==> src/rtl/pipe_stage_skid.sv <==
// pipe_stage_skid: generic pipeline register with valid/ready handshake, 2-entry skid buffer, flush and bubble
module pipe_stage_skid #(
  parameter int PAYLOAD_W   = 142,
  parameter int STALL_CNT_W = 16
) (
  input  logic                   clk,
  input  logic                   rst,
  input  logic                   flush,
  input  logic                   bubble,
  input  logic                   in_valid,
  output logic                   in_ready,
  input  logic [PAYLOAD_W-1:0]   in_data,
  output logic                   out_valid,
  input  logic                   out_ready,
  output logic [PAYLOAD_W-1:0]   out_data,
  output logic [1:0]             occupancy,
  output logic [STALL_CNT_W-1:0] stall_cnt
);
  typedef enum logic [1:0] {EMPTY, ONE, FULL} state_t;
  state_t state_q, state_d;
  logic [PAYLOAD_W-1:0] main_q, main_d, skid_q, skid_d;
  logic in_fire, out_fire;
  // in_ready comes straight from state so upstream never sees a path through out_ready
  assign in_ready  = (state_q != FULL) & ~bubble;
  assign out_valid = state_q != EMPTY;
  assign out_data  = main_q;
  assign in_fire   = in_valid & in_ready;
  assign out_fire  = out_valid & out_ready;
  // next-state and entry contents; flush wipes both entries and drops any simultaneous input
  always_comb begin
    state_d = state_q;
    main_d  = main_q;
    skid_d  = skid_q;
    if (flush) begin
      state_d = EMPTY;
      main_d  = '0;
      skid_d  = '0;
    end else begin
      case (state_q)
        EMPTY: if (in_fire) begin
          main_d  = in_data;
          state_d = ONE;
        end
        ONE: if (in_fire && out_fire) begin
          main_d = in_data;
        end else if (out_fire) begin
          main_d  = '0;
          state_d = EMPTY;
        end else if (in_fire) begin
          skid_d  = in_data;
          state_d = FULL;
        end
        FULL: if (out_fire) begin
          main_d  = skid_q;
          skid_d  = '0;
          state_d = ONE;
        end
        default: begin
          state_d = EMPTY;
          main_d  = '0;
          skid_d  = '0;
        end
      endcase
    end
  end
  // state, payload and occupancy registers
  always_ff @(posedge clk or posedge rst) begin
    if (rst) begin
      state_q   <= EMPTY;
      main_q    <= '0;
      skid_q    <= '0;
      occupancy <= 2'd0;
    end else begin
      state_q   <= state_d;
      main_q    <= main_d;
      skid_q    <= skid_d;
      occupancy <= state_d == FULL ? 2'd2 : state_d == ONE ? 2'd1 : 2'd0;
    end
  end
  // saturating count of downstream stall cycles; only reset clears it
  always_ff @(posedge clk or posedge rst) begin
    if (rst) stall_cnt <= '0;
    else if (out_valid && !out_ready && stall_cnt != '1) stall_cnt <= stall_cnt + 1'b1;
  end
endmodule

==> config.mk <==
export PLATFORM = sky130hd
export DESIGN_NAME = pipe_stage_skid
export DESIGN_NICKNAME = d
export VERILOG_FILES = /design/src/rtl/pipe_stage_skid.sv
export SDC_FILE = /design/constraint.sdc
export NUM_CORES = 1
export LEC_CHECK = 0
export CAP_MARGIN = 5
export CORE_MARGIN = 5
export CORE_UTILIZATION = 47
export CTS_BUF_LIST = sky130_fd_sc_hd__clkbuf_2 sky130_fd_sc_hd__clkbuf_4 sky130_fd_sc_hd__clkbuf_8
export DETAILED_ROUTE_END_ITERATION = 16
export GPL_TIMING_DRIVEN = 0
export HOLD_SLACK_MARGIN = 0.03
export PLACE_DENSITY = 0.86
export SLEW_MARGIN = 25
export SYNTH_ARGS = -nofsm -noshare
export SYNTH_HDL_FRONTEND = slang
export SYNTH_SLANG_ARGS = --single-unit
==> constraint.sdc <==
create_clock -name clk -period 10.1 [get_ports clk]
set_input_delay 1.515 -clock clk [delete_from_list [all_inputs] [get_ports clk]]
set_output_delay 1.515 -clock clk [all_outputs]
set_load 0.005 [all_outputs]
# Word-level counts from Yosys, hierarchy flattened
# Index checks and enable logic that the tools add are counted.
dict set report classes {
  addsub 1
  multipliers 0
  n_div 0
  order_cmp 0
  n_eq_ne 13
  n_shift 0
  muxes 19
  n_bitwise 4
  reduce_logical 8
}
# op n
set op_table {}
lappend op_table {{$mux W142} 8}
lappend op_table {{$pmux W142 S3} 2}
lappend op_table {{$add A16 B1 Y16 const B} 1}
lappend op_table {{$ne A16 B16 Y1 const B} 1}
lappend op_table {{$ne A3 B3 Y1 const B} 5}
lappend op_table {{$mux W2} 7}
lappend op_table {{$pmux W2 S3} 1}
lappend op_table {{$reduce_and A5 Y1} 1}
lappend op_table {{$eq A2 B1 Y1 const B} 2}
lappend op_table {{$eq A2 B2 Y1 const B} 2}
lappend op_table {{$ne A2 B2 Y1 const B} 2}
lappend op_table {{$ne A4 B4 Y1 const B} 1}
lappend op_table {{$and A1 B1 Y1} 3}
lappend op_table {{$logic_and A1 B1 Y1} 3}
lappend op_table {{$reduce_and A3 Y1} 1}
lappend op_table {{$logic_not A2 Y1} 1}
lappend op_table {{$reduce_bool A2 Y1} 1}
lappend op_table {{$logic_not A1 Y1} 1}
lappend op_table {{$mux W1} 1}
lappend op_table {{$not A1 Y1} 1}
dict set report word_totals {
  register_bits 304
  latchBits 0
  mem_bits_rw 0
  rom_bits 0
  input_bits 148
  out_inout_bits 162
  word_cells 50
  memories 0
}

# Depth between registers and ports, before layout
# Gate-level depths: netlist (run 1).
dict set report depth {
  depth_word 11
  mapped_depth 8
  mapped_depth_nobuf 5
}

# Least setup slack after synthesis (run 1)
# No wires, ideal clock.
dict set report synth_timing {
  kind {input port to output port}
  from {input bubble}
  to {output in_ready}
  arrival_ps 1621
  required_ps 8585
  path_slack_ps 6964
  path_stages 1
  cell_sequence {nor2_1}
}
dict set report synth_between {
  elab_chain_len 2
}
# element line
set synth_rtl {}
lappend synth_rtl {{start, declared} 9} ;# input logic bubble,
lappend synth_rtl {{$not A1 Y1} 24} ;# assign in_ready = (state_q != FULL) & ~bubble;
lappend synth_rtl {{$and A1 B1 Y1} 24}
lappend synth_rtl {{end, declared} 11} ;# output logic in_ready,
# No other way between the ends.

# Worst setup path in the final report (run 1)
dict set report layout_timing {
  from {register state_q[0]}
  to {output in_ready}
}
dict set report layout_between {
  elab_chain_len 2
}
# element line
set layout_rtl {}
lappend layout_rtl {{start, declared} 20} ;# state_t state_q, state_d;
lappend layout_rtl {{start signal, assigned} 74} ;# state_q <= state_d;
lappend layout_rtl {{$ne A2 B2 Y1} 24}
lappend layout_rtl {{$and A1 B1 Y1} 24}
# No other way between the ends.

==> results of run 1 <==
-- cells in the mapped netlist (all sizes together) --
| cell | instances |
|---|---|
| xor2 | 12 |
| or3 | 2 |
| nor2b | 3 |
| nor3b | 1 |
| or2 | 2 |
| mux2 | 1 |
| xnor2 | 1 |
| o21ai | 1 |
| nand4b | 1 |
| buf | 67 |
| nand2b | 1 |
| inv | 147 |
| nor2 | 7 |
| nand3 | 4 |
| and3b | 1 |
| o21ba | 1 |
| mux2i | 142 |
| nand2 | 150 |
| ha | 1 |
| nor3 | 9 |
| nor4 | 3 |
| and3 | 4 |
| o2bb2ai | 142 |
| nand3b | 1 |
| a31oi | 2 |
| nor4b | 1 |
| a22oi | 142 |
| nand4 | 4 |
| clkbuf | 31 |
| o31ai | 2 |
| a21oi | 6 |
| o21bai | 4 |
| dfrtp | 304 |
-- flip-flops by register name, summed over array words and instances, names as in the netlist --
signal	cells
state_q	2
occupancy	2
skid_q	142
out_data	142
stall_cnt	16
-- through the flow --
| step | TNS [ns] | total power [uW] | hold slack [ns] |
|---|---|---|---|
| global placement | -1024.81 | 1800 | 0.471 |
| finish | 0 | 3020 | 0.489 |
| detailed placement | 0 | 1810 | 0.473 |
| CTS | 0 | 3040 | 0.490 |
| floorplan | 0 | 1560 | 0.479 |
| global route | 0 | 3150 | 0.504 |
-- kinds of logic (layout without fill, tap and decap cells) --
kind of cell | after synthesis | in the layout | synth area share [%]
buffers and inverters | 245 | 648 | 7.84
muxes | 143 | 143 | 10.6
AOI/OAI and AO/OA | 300 | 300 | 18.0
DFF | 304 | 304 | 56.3
and+or+nand+nor | 194 | 194 | 6.27
xor gates and xnor gates | 13 | 13 | 0.843
adders and majority gates | 1 | 1 | 0.0926
other | 0 | 1 | 0
-- layout by cell type (no fill, tap or decap), drive strengths merged, types with 3 or more instances in the layout --
cell,n
a21oi,6
a22oi,142
and3,4
buf,70
bufinv,3
clkbuf,115
clkdlybuf4s50,307
clkinv,5
dfrtp,304
inv,147
mux2i,142
nand2,150
nand3,4
nand4,4
nor2,7
nor2b,3
nor3,9
nor4,3
o21bai,4
o2bb2ai,142
xor2,12
-- per-layer routing --
layer | up-vias | wire length (um) | GRT usage (%) | part of all wire (%)
met5 | - | 0 | 0 | 0
met4 | 0 | 973 | 6.40 | 2.4
met3 | 70 | 3710 | 6.47 | 9.3
met2 | 525 | 19300 | 40.2 | 48
met1 | 5377 | 15900 | 31.2 | 40
li1 | 4936 | - | - | -
-- power breakdown --
group | switching [uW] | total [uW] | internal (uW) | leakage (uW)
Sequential | 52.8 | 1340 | 1290 | 0.00415
Combinational | 218 | 450 | 232 | 0.00350
Clock | 493 | 1220 | 727 | 0.000619
Total | 764 | 3020 | 2250 | 0.00826
-- worst paths after layout --
kind | from | to | slack, ns | depth (start not counted)
max reg2reg | state_q[0]$_DFF_PP0_ | out_data[0]$_DFFE_PP0P_ | 7.77 | 6
max | state_q[0]$_DFF_PP0_ | in_ready | 5.75 | 7
min in group asynchronous | rst | skid_q[31]$_DFFE_PP0P_ | 1.36 | 2
max in group asynchronous | rst | skid_q[107]$_DFFE_PP0P_ | 7.54 | 4
min reg2reg | out_data[3]$_DFFE_PP0P_ | out_data[3]$_DFFE_PP0P_ | 0.49 | 1
min | out_data[3]$_DFFE_PP0P_ | out_data[3]$_DFFE_PP0P_ | 0.49 | 1
-- area by class of cell --
cell class                      instances  area, um2
Antenna cell                            1       2.50
Buffer                                 98        507
Clock buffer                           84       1040
Clock inverter                          9        123
Fill cell                            2166      10200
Inverter                              147        559
Multi-Input combinational cell        651       4840
Sequential cell                       304       7610
Tap cell                              384        480
Timing Repair Buffer                  310       3160
==> reports/results.ini, run 1 <==
[routing]
drt-pass1-iter-count=7
drcViolationCount=0
wl_um=39900
antenna_left=0
drt_iter0_drc=819
wire_per_inst_um=20.1
vias_per_cell=5.49
route.vias.total=10900

[clocking]
cts-root-buf=clkbuf_8
cts_max_path_buffers=3
clkSinkCount=304
postCtsSetupBuffers=0
clock_latency_ns=0.56
postCtsHoldBufs=0
cts.htree.levels=2
cts_tree=yes
numCtsBuffers=51
cts_resized=0
clk_pin_slew_ns=0.06

[floorplan]
dieHeight_um=180
die_w_um=180
initial_utilization_pct=47.3
std_cell_rows=62
pin_count=310
dieArea_mm2=0.0322
core-area_mm2=0.0285

[worst_setup_path]
crit_fanout=10
criticalPathCategory=flip-flop to output port
cp_cell_sequence=buf_4, nor2b_1, buf_2, buf_2, buf_2, nor2_1, clkdlybuf4s50_1
critPathMaxStageDelay_ns=0.45
cp.buffers_inverters=5
critPathTopFamily=buffers and inverters
endpoint_kind=output port
worstPathRequired_ns=8.59
arrival_ns=2.84
slowest_stage=clkdlybuf4s50_1
cp_common_cell=buf_2
cp-start-kind=flip-flop

[layout]
fin_cells=1988
fin_area_mm2=0.0183
nets=1712
fin_util_pct=64.2
drive_gt1_share_pct=10.5
area_growth_pct=35.6

[sta]
clock.fmax_mhz=230
fin_skew_ns=0.0197
rsz0062_at_grt=false
hold_violations=0
worst_pin_slew_ns=0.710
final-max-slew-violation-count=0
max_slew_margin_pct=52.7
period_needed_ns=4.35
fin_ws_ns=5.75
fin_crit_sh_pct=43.1
setup_viol=0

[global_route]
grt_max_degree=94
grt_pass1_vias=11600
grt_pass1_wl_um=63800
antenna_found_initial=1
globalRouteOverflowTotal=0
track_usage_pct=24.0

[synth]
yosys.area.top_type_share_pct=56.3
avgSynthCellArea_um2=11.3
yosysTopAreaCell=dfrtp_1
syn_nets=1349
seq_area_frac_synth_pct=56.3
yosysUniqueCellTypes=44
ys_ff_latch=304
yosys_warnings=0
synthTopCellsByArea=dfrtp_1, mux2i_1, o2bb2ai_1
netlist_instances=1200
synth_area_mm2=0.0135

[placement]
place_ws_ns=5.97
port_buffers=307
place.gp.congestion=0.870
post-place-cells=1894
dp_hpwl_um=27800
placed_area_mm2=0.0172

[run_status]
outcome=finished clean

[hold_path]
hold_path.class=flip-flop to flip-flop

[power]
power.density_mw_per_mm2=165
power.static_leakage_uw=0.00826
peakVddDrop_mv=0.103

[flow_run]
drv_cap=0

(Power assumes the default switching activity.)
==> run 2: changes to the inputs <==
--- a/config.mk
+++ b/config.mk
@@ -7,12 +7,12 @@
 export LEC_CHECK = 0
 export CAP_MARGIN = 5
 export CORE_MARGIN = 5
-export CORE_UTILIZATION = 47
+export CORE_UTILIZATION = 52
 export CTS_BUF_LIST = sky130_fd_sc_hd__clkbuf_2 sky130_fd_sc_hd__clkbuf_4 sky130_fd_sc_hd__clkbuf_8
 export DETAILED_ROUTE_END_ITERATION = 16
 export GPL_TIMING_DRIVEN = 0
 export HOLD_SLACK_MARGIN = 0.03
-export PLACE_DENSITY = 0.86
+export PLACE_DENSITY = 0.89
 export SLEW_MARGIN = 25
 export SYNTH_ARGS = -nofsm -noshare
 export SYNTH_HDL_FRONTEND = slang
==> constraint.sdc (replaced) <==
create_clock -name clk -period 4.1 [get_ports clk]
set_input_delay 0.615 -clock clk [delete_from_list [all_inputs] [get_ports clk]]
set_output_delay 0.615 -clock clk [all_outputs]
set_load 0.005 [all_outputs]
==> run 2 against run 1 <==
- clock-buffer cell count fell by 11
- sequential power is 150% higher
- clock power is 120% higher
- design area down 0.32%
- setup slack worse by 5.2 ns
- highest routed layer is now met5
- via count up 1.8%
- global-route usage grew 2.8 points
- critical endpoint unchanged
- register-to-register slack got worse by 6.0 ns
- cell count is 2.4% lower
==> reports/results.ini, run 2 (synthesis results as in run 1) <==
[placement]
port_buffers=307  ; unchanged
post-place-cells=1853  ; -2.2%
placed_area_mm2=0.0172  ; +0.55%
place.gp.congestion=0.851  ; -2.1%
dp_hpwl_um=28200  ; +1.4%

[global_route]
grt_max_degree=34  ; -64%
track_usage_pct=26.8  ; +2.8 points
globalRouteOverflowTotal=0  ; unchanged
grt_pass1_wl_um=62900  ; -1.4%
antenna_found_initial=3  ; +2
grt_pass1_vias=11700  ; +1.2%

[layout]
fin_area_mm2=0.0183  ; -0.32%
drive_gt1_share_pct=10.6  ; +0.056 points
layout_common_cells=clkdlybuf4s50_1, dfrtp_1, nand2_1
n_fill_cell=1755  ; -19%
fin_util_pct=70.7  ; +6.5 points
layout_commonest_cell=clkdlybuf4s50_1
area_growth_pct=35.2
nets=1718  ; +0.35%
fin_cells=1941  ; -2.4%

[floorplan]
dieHeight_um=171  ; -4.7%
dieArea_mm2=0.0293  ; -9.1%
core-area_mm2=0.0258  ; -9.5%
pin_count=310  ; unchanged
std_cell_rows=59  ; -4.8%
die_w_um=171  ; -4.7%
initial_utilization_pct=52.3  ; +5.0 points

[sta]
fin_skew_ns=0.0141  ; -0.00560 ns
setup_viol=0  ; unchanged
final-max-slew-violation-count=0  ; unchanged
hold_slack_ns=0.310  ; -0.178 ns
worst_pin_slew_ns=0.636  ; -0.0737 ns
period_needed_ns=3.52
clock.fmax_mhz=284
fin_crit_sh_pct=85.9
max_slew_margin_pct=57.6  ; +4.9 points
tns_ns=0  ; unchanged
hold_violations=0  ; unchanged
rsz0062_at_grt=false

[worst_setup_path]
ff2ff_setup_slack_ns=1.80  ; -5.97 ns
r2r-end=out_data[3]$_DFFE_PP0P_
arrival_ns=2.91  ; +0.07 ns
worstPathRequired_ns=3.48  ; -5.11 ns
worst-r2r-cell-count=6  ; unchanged
endpoint_kind=output port
cp-start-kind=flip-flop
crit_fanout=10  ; unchanged
criticalPathCategory=flip-flop to output port
reg2reg_from=state_q[0]$_DFF_PP0_

[power]
power.static_leakage_uw=0.00826  ; about the same
power.density_mw_per_mm2=389  ; +140%
p_comb_share_pct=15.8  ; +0.9 points
internal_power_uw=5240  ; +130%
sequentialPowerShare_pct=46.6  ; +2.0 points
p_switching_uw=1870  ; +150%
switching_share_pct=26.3  ; +0.99 points
clkPwrFrac_pct=37.5  ; -3.0 points
peakVddDrop_mv=0.296  ; +190%

[clocking]
postCtsHoldBufs=0  ; unchanged
clkSinkCount=304  ; unchanged
cts_resized=0  ; unchanged
clk_pin_slew_ns=0.07  ; about the same
cts_tree=yes
cts-root-buf=clkbuf_8
clock_latency_ns=0.55  ; about the same
postCtsSetupBuffers=0  ; unchanged
cts_max_path_buffers=3  ; unchanged
cts.htree.levels=2  ; unchanged
numCtsBuffers=49  ; -3.9%

[routing]
wl_um=39900  ; about the same
wire_per_inst_um=20.6  ; +2.5%
vias_per_cell=5.72  ; +4.3%
drt-pass1-iter-count=6  ; -1
drcViolationCount=0  ; unchanged
route.vias.total=11100  ; +1.8%
drt_iter0_drc=1056  ; +29%
antenna_left=0  ; unchanged

[run_status]
outcome=finished clean

[hold_path]
whs_path_depth=2  ; +1
hp-start=out_ready
whs_endpoint=state_q[1]$_DFF_PP0_
hold_path.class=input pin to flip-flop

[flow_run]
drv_cap=0  ; unchanged

## run 2: changes by cell type in the layout (fill, tap and decap cells not counted), sizes merged, moves of 3 or more
cell,delta
clkinv,+7
bufinv,-3
buf,+8
clkbuf,-11
## run 2: how the worst max path moves through the flow
stage	from	slack (ns)	cells after the start	end
final	state_q[1]$_DFF_PP0_	0.58	7	in_ready
after global routing	state_q[1]$_DFF_PP0_	0.49	7	in_ready
after CTS	state_q[1]$_DFF_PP0_	0.54	7	in_ready
after detailed placement	bubble	1.12	7	out_data[10]$_DFFE_PP0P_
after global placement	rst	-2.64	2	out_data[76]$_DFFE_PP0P_
after floorplan	rst	-0.56	1	occupancy[0]$_DFF_PP0_
## run 2: layout make-up
type	count	area (um2)	area share, %
Antenna cell	2	5.00	0.0274
Buffer	98	507	2.78
Clock buffer	73	942	5.16
Clock inverter	13	67.6	0.370
Inverter	147	556	3.04
Multi-Input combinational cell	651	4840	26.5
Sequential cell	304	7610	41.7
Tap cell	335	419	2.30
Timing Repair Buffer	318	3320	18.2
## run 2: layer usage
layer | global-route usage [%] | part of all wire [%] | routed length (um)
met5 | 0 | 0.045 | 18
met4 | 8.99 | 2.9 | 1170
met3 | 7.60 | 8.9 | 3560
met2 | 44.3 | 48 | 19300
met1 | 34.3 | 40 | 15800
## run 2: power groups by stage
stage	registers (uW)	logic, uW	clock network (uW)
global route	3340	1220	2850
CTS	3310	1130	2720
global placement	3360	1060	0
floorplan	3350	490	0
finish	3320	1130	2670
detailed placement	3360	1120	0
## run 2: critical path, cell delays in order (launching register included)
cell             delay, ns
dfrtp_1               0.33
buf_4                 0.17
nor2b_1               0.21
buf_2                 0.38
buf_2                 0.39
buf_2                 0.33
nor2_1                0.09
clkdlybuf4s50_1       0.46
## run 2: per-stage QoR
stage	power (uW)	setup WS, ns
6_report	7110	0.579
5_1_grt	7410	0.490
4_1_cts	7160	0.540
3_5_place_dp	4480	1.12
3_3_place_gp	4420	-2.64
2_1_floorplan	3830	-0.558
==> run 3: changes to the inputs <==
--- a/config.mk
+++ b/config.mk
@@ -6,10 +6,12 @@
 export NUM_CORES = 1
 export LEC_CHECK = 0
 export CAP_MARGIN = 5
+export CORE_ASPECT_RATIO = 1.4
 export CORE_MARGIN = 5
 export CORE_UTILIZATION = 52
 export CTS_BUF_LIST = sky130_fd_sc_hd__clkbuf_2 sky130_fd_sc_hd__clkbuf_4 sky130_fd_sc_hd__clkbuf_8
 export DETAILED_ROUTE_END_ITERATION = 16
+export GPL_ROUTABILITY_DRIVEN = 0
 export GPL_TIMING_DRIVEN = 0
 export HOLD_SLACK_MARGIN = 0.03
 export PLACE_DENSITY = 0.89
==> run 3 against run 2 <==
- clock-buffer cell count increased by 5
- clock power about the same
- highest routed layer unchanged
- sequential share of layout area about the same
- via count decreased by 1.5%
- wire length is 1.6% lower
- critical endpoint unchanged
- combinational power about the same
==> reports/results.ini, run 3 (synthesis results as in run 1) <==
[routing]
antenna_left=0  ; unchanged
wl_met2_um=20300  ; +4.8%
routed.top_layer=met5
drt_iter0_drc=782  ; -26%
drt-met1-wl_um=14800  ; -6.2%
route.vias.total=10900  ; -1.5%
drcViolationCount=0  ; unchanged
wl_um=39300  ; -1.6%
vias_per_cell=5.69  ; -0.52%
wire_per_inst_um=20.4  ; -0.60%
wl_met3_um=2340  ; -34%
drt-pass1-iter-count=5  ; -1

[clocking]
cts.htree.levels=2  ; unchanged
cts_resized=0  ; unchanged
numCtsBuffers=46  ; -6.1%
clk_pin_slew_ns=0.07  ; about the same
cts-root-buf=clkbuf_8
clock_latency_ns=0.57  ; +0.02 ns
clkSinkCount=304  ; unchanged
postCtsHoldBufs=0  ; unchanged
cts_max_path_buffers=3  ; unchanged
cts_tree=yes
postCtsSetupBuffers=0  ; unchanged

[placement]
port_buffers=307  ; unchanged
post-place-cells=1837  ; -0.86%
placed_area_mm2=0.0172  ; -0.12%
place_ws_ns=1.06  ; -0.0508 ns
dp_hpwl_um=28000  ; -0.60%

[sta]
fin_crit_sh_pct=85.3  ; -0.59 points
rsz0062_at_grt=false
worst_pin_slew_ns=0.599  ; -0.0374 ns
max_slew_margin_pct=60.1  ; +2.5 points
hold_violations=0  ; unchanged
setup_viol=0  ; unchanged
fin_skew_ns=0.0195  ; +0.00545 ns
clock.fmax_mhz=286  ; +0.70%
period_needed_ns=3.50  ; -0.0243 ns
fin_ws_ns=0.603  ; +0.0243 ns
final-max-slew-violation-count=0  ; unchanged
tns_ns=0  ; unchanged

[layout]
fin_area_mm2=0.0182  ; -0.10%
layout_commonest_cell=clkdlybuf4s50_1
layout_common_cells=clkdlybuf4s50_1, dfrtp_1, nand2_1
fin_cells=1922  ; -0.98%
drive_gt1_share_pct=10.4  ; -0.22 points
area_growth_pct=35.1
nets=1715  ; -0.17%

[power]
peakVddDrop_mv=0.277  ; -6.4%
clkPwrFrac_pct=37.8  ; +0.3 points
internal_power_uw=5300  ; +1.2%
p_total_uw=7120  ; +0.14%
sequentialPowerShare_pct=46.5  ; about the same
power.static_leakage_uw=0.00825  ; -0.12%
p_comb_share_pct=15.7  ; about the same
switching_share_pct=25.6  ; -0.77 points
p_switching_uw=1820  ; -2.8%
power.density_mw_per_mm2=390  ; +0.24%

[hold_path]
hold_path.class=input pin to flip-flop

[worst_setup_path]
cp-start-kind=flip-flop
worstPathRequired_ns=3.48  ; about the same
criticalPathCategory=flip-flop to output port
crit_fanout=10  ; unchanged
arrival_ns=2.88  ; -0.03 ns
endpoint_kind=output port

[global_route]
track_usage_pct=26.6  ; -0.19 points
grt_max_degree=34  ; unchanged
antenna_found_initial=4  ; +1
globalRouteOverflowTotal=0  ; unchanged
grt_pass1_vias=11800  ; +0.95%
grt_pass1_wl_um=63900  ; +1.6%

[flow_run]
drv_cap=0  ; unchanged

[floorplan]
initial_utilization_pct=53.0  ; +0.76 points
dieHeight_um=201  ; +17%
dieArea_mm2=0.0293  ; +0.16%
pin_count=310  ; unchanged
std_cell_rows=69  ; +17%
core-area_mm2=0.0255  ; -1.4%
die_w_um=146  ; -15%

[run_status]
outcome=finished clean

[run 3: metal layers]
| layer | vias up | global-route usage (%) |
|---|---|---|
| li1 | 4950 | - |
| met1 | 5474 | 31.5 |
| met2 | 393 | 46.0 |
| met3 | 121 | 6.12 |
| met4 | 2 | 12.2 |
| met5 | - | 0 |
[run 3: final cells by class]
| cell class | instances | area [um2] |
|---|---|---|
| plain buffers | 98 | 507 |
| clock buffers | 78 | 961 |
| repair buffers | 318 | 3320 |
| clock inverters | 4 | 47.5 |
| diodes | 3 | 7.51 |
| well taps | 319 | 399 |
| multi-input cells | 651 | 4840 |
| inverters | 147 | 556 |
| fillers | 1731 | 7230 |
| flip-flops and latches | 304 | 7610 |
[run 3: path summary, 6_finish.rpt]
path                                          start                        end  slack (ns)  cells past startpoint
hold / removal                            out_ready       state_q[1]$_DFF_PP0_        0.28                      2
max in group asynchronous                       rst   out_data[80]$_DFFE_PP0P_        2.29                      7
setup reg to reg               state_q[0]$_DFF_PP0_  out_data[139]$_DFFE_PP0P_        1.85                      6
min in group asynchronous                       rst    out_data[8]$_DFFE_PP0P_        0.43                      2
setup / recovery               state_q[1]$_DFF_PP0_                   in_ready        0.60                      7
hold reg to reg            out_data[42]$_DFFE_PP0P_   out_data[42]$_DFFE_PP0P_        0.49                      1
[run 3: worst max-delay path, stage by stage (launching register included)]
cell	delay (ns)
dfrtp_1	0.33
buf_4	0.18
nor2b_1	0.21
buf_2	0.35
buf_2	0.36
buf_2	0.32
nor2_1	0.09
clkdlybuf4s50_1	0.47
[run 3: power groups by stage]
| stage | logic, uW | clock network, uW | registers, uW |
|---|---|---|---|
| floorplan | 490 | 0 | 3350 |
| global placement | 1060 | 0 | 3360 |
| detailed placement | 1120 | 0 | 3360 |
| CTS | 1130 | 2730 | 3310 |
| global route | 1210 | 2870 | 3330 |
| finish | 1120 | 2690 | 3310 |
[run 3: through the flow]
step	hold WS [ns]	util, %
6_report	0.276	71.6
5_1_grt	0.260	71.6
4_1_cts	0.242	71.6
3_5_place_dp	0.473	67.6
3_3_place_gp	0.471	66.7
2_1_floorplan	0.479	-
